[src/rtl/product_accumulator_pkg.sv]
// Shared types, default widths and the saturating-add helper for the
// product accumulator.
package product_accumulator_pkg;

    localparam int PROD_W_DEF = 8;
    localparam int ACC_W_DEF  = 12;
    localparam int LEN_W_DEF  = 4;

    typedef enum logic {
        ACC  = 1'b0,
        HOLD = 1'b1
    } state_t;

    // Returns {overflow, saturated_sum} for the default widths.
    function automatic logic [ACC_W_DEF:0] sat_add(
        input logic [ACC_W_DEF-1:0]  acc,
        input logic [PROD_W_DEF-1:0] prod
    );
        logic [ACC_W_DEF:0] s;
        s = {1'b0, acc} + {{(ACC_W_DEF + 1 - PROD_W_DEF){1'b0}}, prod};
        if (s[ACC_W_DEF]) begin
            return {1'b1, {ACC_W_DEF{1'b1}}};
        end
        return s;
    endfunction

endpackage

[src/rtl/product_accumulator_sat_adder.sv]
// Combinational unsigned ACC_W + PROD_W adder that clamps to all ones
// on carry-out and flags the overflow.
module sat_adder
    import product_accumulator_pkg::*;
#(
    parameter int ACC_W  = ACC_W_DEF,
    parameter int PROD_W = PROD_W_DEF
) (
    input  logic [ACC_W-1:0]  acc,
    input  logic [PROD_W-1:0] prod,
    output logic [ACC_W-1:0]  sum,
    output logic              ovf
);

    generate
        if (ACC_W == ACC_W_DEF && PROD_W == PROD_W_DEF) begin : g_pkg
            logic [ACC_W_DEF:0] r;
            // Default widths reuse the package helper directly.
            assign r   = sat_add(acc, prod);
            assign ovf = r[ACC_W_DEF];
            assign sum = r[ACC_W_DEF-1:0];
        end else begin : g_gen
            logic [ACC_W:0] s;
            // Extra bit of headroom catches the carry-out.
            assign s   = {1'b0, acc} + {{(ACC_W + 1 - PROD_W){1'b0}}, prod};
            assign ovf = s[ACC_W];
            assign sum = s[ACC_W] ? {ACC_W{1'b1}} : s[ACC_W-1:0];
        end
    endgenerate

endmodule

[src/rtl/product_accumulator.sv]
// Multiply-accumulate back end: sums 1..2^LEN_W unsigned products into a
// saturating accumulator and hands the result off over valid/ready.
//
// state | meaning
// ------+--------------------------------------------------------------
// ACC   | accepting terms; acc_o shows the running sum
// HOLD  | result complete; acc_o/cnt_o/sat_o frozen until taken
module product_accumulator
    import product_accumulator_pkg::*;
#(
    parameter int PROD_W = PROD_W_DEF,
    parameter int ACC_W  = ACC_W_DEF,
    parameter int LEN_W  = LEN_W_DEF
) (
    input  logic              clk,
    input  logic              rst_n,
    input  logic              ena,
    input  logic [PROD_W-1:0] prod_i,
    input  logic              prod_valid_i,
    output logic              prod_ready_o,
    input  logic [LEN_W-1:0]  len_i,
    input  logic              clear_i,
    output logic [ACC_W-1:0]  acc_o,
    output logic [LEN_W:0]    cnt_o,
    output logic              sat_o,
    output logic              acc_valid_o,
    input  logic              acc_ready_i
);

    state_t             state;
    logic [ACC_W-1:0]   acc;
    logic [LEN_W:0]     cnt;
    logic               sat;
    logic [LEN_W-1:0]   len_q;

    logic               accept;
    logic               take;
    logic [LEN_W-1:0]   eff_len;
    logic               last_term;
    logic [ACC_W-1:0]   sum;
    logic               ovf;

    sat_adder #(
        .ACC_W  (ACC_W),
        .PROD_W (PROD_W)
    ) u_sat_adder (
        .acc  (acc),
        .prod (prod_i),
        .sum  (sum),
        .ovf  (ovf)
    );

    // Handshake decode depends only on state, ena and clear_i.
    assign prod_ready_o = ena & (state == ACC) & ~clear_i;
    assign acc_valid_o  = (state == HOLD);

    assign accept = prod_valid_i & prod_ready_o;
    assign take   = acc_valid_o & acc_ready_i & ena;

    // The first term of a result compares against the live len_i, later
    // terms against the value captured with that first term.
    assign eff_len   = (cnt == '0) ? len_i : len_q;
    assign last_term = (cnt == {1'b0, eff_len});

    // Accumulator FSM: clear beats accept and take; ena low freezes everything.
    always_ff @(posedge clk) begin
        if (!rst_n) begin
            state <= ACC;
            acc   <= '0;
            cnt   <= '0;
            sat   <= 1'b0;
            len_q <= '0;
        end else if (ena) begin
            if (clear_i) begin
                state <= ACC;
                acc   <= '0;
                cnt   <= '0;
                sat   <= 1'b0;
            end else if (accept) begin
                acc <= sum;
                cnt <= cnt + 1'b1;
                sat <= sat | ovf;
                if (cnt == '0) begin
                    len_q <= len_i;
                end
                if (last_term) begin
                    state <= HOLD;
                end
            end else if (take) begin
                state <= ACC;
                acc   <= '0;
                cnt   <= '0;
                sat   <= 1'b0;
            end
        end
    end

    assign acc_o = acc;
    assign cnt_o = cnt;
    assign sat_o = sat;

endmodule

[config.mk]
export PLATFORM = sky130hd
export DESIGN_NAME = product_accumulator
export DESIGN_NICKNAME = d
export VERILOG_FILES = /design/src/rtl/product_accumulator_pkg.sv /design/src/rtl/product_accumulator_sat_adder.sv /design/src/rtl/product_accumulator.sv
export SDC_FILE = /design/constraint.sdc
export NUM_CORES = 1
export LEC_CHECK = 0
export ABC_AREA = 1
export CORE_AREA = 2 2 65 67
export DETAILED_ROUTE_END_ITERATION = 6
export DIE_AREA = 0 0 67 69
export GPL_TIMING_DRIVEN = 0
export PLACE_DENSITY_LB_ADDON = 0.08
export SKIP_LAST_GASP = 1
export SLEW_MARGIN = 20
export SYNTH_ARGS = -nofsm -noshare
export SYNTH_HDL_FRONTEND = slang
export SYNTH_SLANG_ARGS = --single-unit
[constraint.sdc]
create_clock -name clk -period 5.09 [get_ports clk]
set_clock_uncertainty 0.05 [all_clocks]
set_input_delay 1.018 -clock clk [delete_from_list [all_inputs] [get_ports clk]]
set_output_delay 1.018 -clock clk [all_outputs]
set_load 0.02 [all_outputs]
Word-level counts from Yosys, hierarchy flattened
Index checks and enable logic that the tools add are counted.
{ "totals": {"ff_bits": 23, "in_bits": 18, "out_inout_bits": 20} }
{ "op_classes": {"n_addsub": 2, "eq_ne": 2, "mux": 16, "bitwise_logic": 8, "reduce_logical": 5} }
{ "op_table": {"columns": ["operator", "n"], "rows": [
  ["12-bit 2-to-1 mux", 3],
  ["13-bit 2-to-1 mux", 2],
  ["5-bit 2-to-1 mux", 3],
  ["12-bit by 8-bit adder with 13-bit output", 1],
  ["1-bit 2-to-1 mux", 7],
  ["3-bit AND reduction", 2],
  ["5-bit by 1-bit adder with 5-bit output (second input constant)", 1],
  ["1-bit bitwise AND", 5],
  ["5-bit by 4-bit equality test with 1-bit output", 1],
  ["5-bit logical NOT", 1],
  ["4-bit 2-to-1 mux", 1],
  ["3-bit by 2-bit != test with 1-bit output (second input constant)", 1],
  ["3-bit nonzero test", 1],
  ["1-bit inverter", 2],
  ["2-bit AND reduction", 1],
  ["1-bit OR", 1]
]} }

Logic depth before layout (Yosys ltp)
{ "logic_depth": {"ltp_word": 6, "ltp_mapped": 12, "mapped_depth_nobuf": 12} }

Modules after synthesis
From an unflattened synthesis, not the netlist that was laid out.
{ "unflattened": {"cells_unflattened": 274, "area_unflattened_um2": 1775.5} }
{ "by_module_without_submodules": {"columns": ["mod", "n_inst", "cells_per_inst", "area_per_inst_um2", "seq_area_each_um2"], "rows": [
  ["product_accumulator", 1, 157, 1131.1, 460.4],
  ["sat_adder", 1, 117, 644.4, 0.0]
]} }

Worst setup path before layout
OpenSTA, ideal clock, no wires.
{ "synth_timing": {"path_type": "input port to output port", "start": "input clear_i", "end": "output prod_ready_o", "t_arrival_ns": 1.503, "required_ns": 4.022, "setup_slack_ns": 2.519, "cell_stages": 1, "path_cell_list": "nor3_1"} }
{ "synth_via": {"elab_chain_cells": 2} }
{ "synth_lines": {"columns": ["element", "line", "rtl"], "rows": [
  ["start, declared", "product_accumulator.sv:22", "input logic clear_i,"],
  ["1-bit inverter (no source line)", null, null],
  ["1-bit bitwise AND", "product_accumulator.sv:54", "assign prod_ready_o = ena & (state == ACC) & ~clear_i;"],
  ["end, declared", "product_accumulator.sv:20", "output logic prod_ready_o,"]
]} }
No other way between the ends.

Worst setup path after layout
{ "layout_timing": {"start": "input ena", "end": "output prod_ready_o"} }
{ "layout_via": {"elab_chain_cells": 2} }
{ "layout_lines": {"columns": ["element", "line", "rtl"], "rows": [
  ["start, declared", "product_accumulator.sv:17", "input logic ena,"],
  ["1-bit bitwise AND (2 in series)", "product_accumulator.sv:54", null]
]} }
No other way between the ends.

==> flow_summary.ini <==
[worst_setup_path]
cp.required_ns = 4.02
crit_family = buffers and inverters
cp_num_buf_inv = 3
slowest_delay_ns = 0.63
crit_top_cell = clkdlybuf4s50_1
critPathLaunch = ena
crit_cells = 4
path_cells = clkdlybuf4s50_1 -> inv_1 -> nor3_1 -> clkdlybuf4s50_1
cp.arrival_ns = 2.36
critPathKind = in2out
reg2reg_setup_slack_ns = 3.02
crit_slowest_cell = clkdlybuf4s50_1
cp-end-kind = output port
crit_path_end = prod_ready_o
start_kind = input port
crit_path_max_fanout = 4
r2r-start = acc_o[0]
reg2reg_to = acc_o[4]
reg2reg_depth = 12

[placed_design]
place_hpwl_um = 3089
globalplace.congestion = 0.8654
port_buffers = 37
placed_cells = 345

[cells_and_area]
post_route_cells_drive_above_1_share_pct = 7.358
layout_common_cells = nand2_1 (81), clkdlybuf4s50_1 (37), inv_1 (33)
num-nets-final = 329
final_common_cell = nand2_1
antennaDiodeCount = 0
fin_cells = 349
area_growth_pct = 28.60

[min_path]
holdCritPathClass = reg2reg

[job]
max_cap_viol_count = 0

[drt]
wl_met3_um = 214
vias_per_cell = 4.854
postRouteAntennaNets = 0
totalWireLength_um = 3932
drt-met1-wl_um = 2139
drt_iter0_drc = 92
routed-wl-met2_um = 1564
routed.top_layer = met4
drcViolationCount = 0
firstDrtPassIters = 4
post_drt_wl_per_cell_um = 11.27
vias = 1694

[power_and_ir_drop]
power_w = 0.0003924
pwr_density_cell_nw_per_um2 = 182.1
leakage_nw = 1.019
ir_worst_vdd_v = 0.0001121

[timing]
fin_hold_ws_ns = 0.4340
finalMaxSlewViolations = 0
grt_setup_unrepaired = false
fin_crit_ns = 3.427
finalSetupTns_ns = 0
fmax_mhz = 291.8
tightest_slew_ns = 0.5380
hold_viol = 0
finalCritPeriodShare_pct = 67.33
slew_headroom_pct = 64.13
setup_viol = 0

[synth]
synth_top_family_by_area = simple AND/OR/NAND/NOR gates
ys_warn_count = 0
synth_compound_gate_area_share_pct = 13.52
synthesis.area_um2 = 1675
ys_ff_latch = 23
yosysTopAreaCellShare_pct = 27.48
synth_xor_area_share_pct = 2.091
yosysTopAreaCell = dfxtp_1
postSynthAreaPerCell_um2 = 6.494
syn_inst = 258
synth.distinct_cells = 34
synth-simple-area-share_pct = 37.94
synthMuxAreaShare_pct = 0
synth_fp_nets = 287
synth_fa_ha_area_share_pct = 8.663
ys_top_cells_by_area = dfxtp_1 (27%), nand2_1 (18%), ha_1 (7.5%)
synth-seq-area-share_pct = 27.48

[clock_network]
path_clk_slew_ns = 0.09
h-tree-depth = 1
cts-resized-gates = 0
cts_setup_buffers = 0
cts_tree = yes
cts_sinks = 23
clock-root-buffer = clkbuf_8
ctsLongestPathBuffers = 2
insertion_delay_ns = 0.26
cts_buffers = 3
hold_buffers = 0

[floorplan]
dieWidth_um = 67
pin_count = 38
fp.dieArea_um2 = 4623
rows = 23
start_util_pct = 42.81
die_y_um = 69
core_um2 = 3914

[global_route]
grt_antenna_before_repair = 0
grt_max_degree = 14
grt_pass1_wl_um = 6658
grt_pass1_vias = 1495
grt_util_all_layers_pct = 17.92
grt_overflow = 0

[outcome]
run_status = complete, no violations
## per-stage QoR
stage               area (um2)  worst slack [ns]  util [%]
floorplan                 1675             2.519         -
global placement          2108             1.669     53.87
detailed placement        2108             1.651     53.87
CTS                       2155             1.665     55.05
global route              2155             1.593     55.05
finish                    2155             1.663     55.05
## power by group
part	leakage (nW)	internal (W)	total (W)	switching, W
Clock	0.0255	0.0000546	0.000117	0.0000626
Sequential	0.186	0.000184	0.000188	0.00000339
Combinational	0.807	0.0000395	0.0000873	0.0000478
Total	1.02	0.000279	0.000392	0.000114
## flip-flops by register name, summed over array words and instances, names as in the netlist
signal	count
sat_o	1
acc_o	12
acc_valid_o	1
cnt_o	5
len_q	4
## worst min path at each step
stage	start	cells after the start	end	slack, ns
CTS	sat_o	2	sat_o	0.44
floorplan	len_q[0]	2	len_q[0]	0.43
finish	sat_o	2	sat_o	0.43
global placement	sat_o	2	sat_o	0.41
global route	acc_o[0]	2	acc_o[0]	0.47
detailed placement	sat_o	2	sat_o	0.41
## worst register-to-register path: stages, from the launching register on
cell and delay, ns:
dfxtp_1 0.33, ha_1 0.22, fa_1 0.44, nand2_1 0.09, inv_1 0.05, nand2_1 0.06, nand3_2 0.10, nand2_2 0.10
nand2_2 0.08, nand2_4 0.13, inv_4 0.07, o21ai_1 0.13, a21oi_1 0.07
## cells by family after synthesis
group | count (synthesis)
AOI/OAI and AO/OA | 42
DFF | 23
adders and majority gates | 11
xor gates and xnor gates | 4
buffers and inverters | 40
and+or+nand+nor | 138
## cell type report
| cell class | count | area (um2) |
|---|---|---|
| fill | 417 | 1759 |
| tap | 50 | 62.56 |
| buffer | 5 | 38.79 |
| timing repair buffer | 37 | 370.4 |
| inverter | 35 | 133.9 |
| clock inverter | 1 | 5.005 |
| clock buffer | 3 | 41.29 |
| multi-input combinational | 195 | 1042 |
| sequential | 23 | 460.4 |
## layer usage
metal,vias up,global-route usage (%)
met5,-,0
met4,0,2.721
met3,2,2.284
met2,41,24.75
met1,724,29.54
li1,927,-
## synthesized netlist by cell type (all sizes together)
cell,instances
o211ai,2
nand3,24
nor3b,1
o21ai,15
ha,10
a31oi,2
nand3b,2
xor2,3
a21oi,21
dfxtp,23
o21bai,1
xnor2,1
nor2,18
a21boi,1
clkbuf,1
nand4,5
nand2,85
inv,35
nor3,3
buf,4
fa,1
No activity file was read; power rests on OpenSTA's default activity.
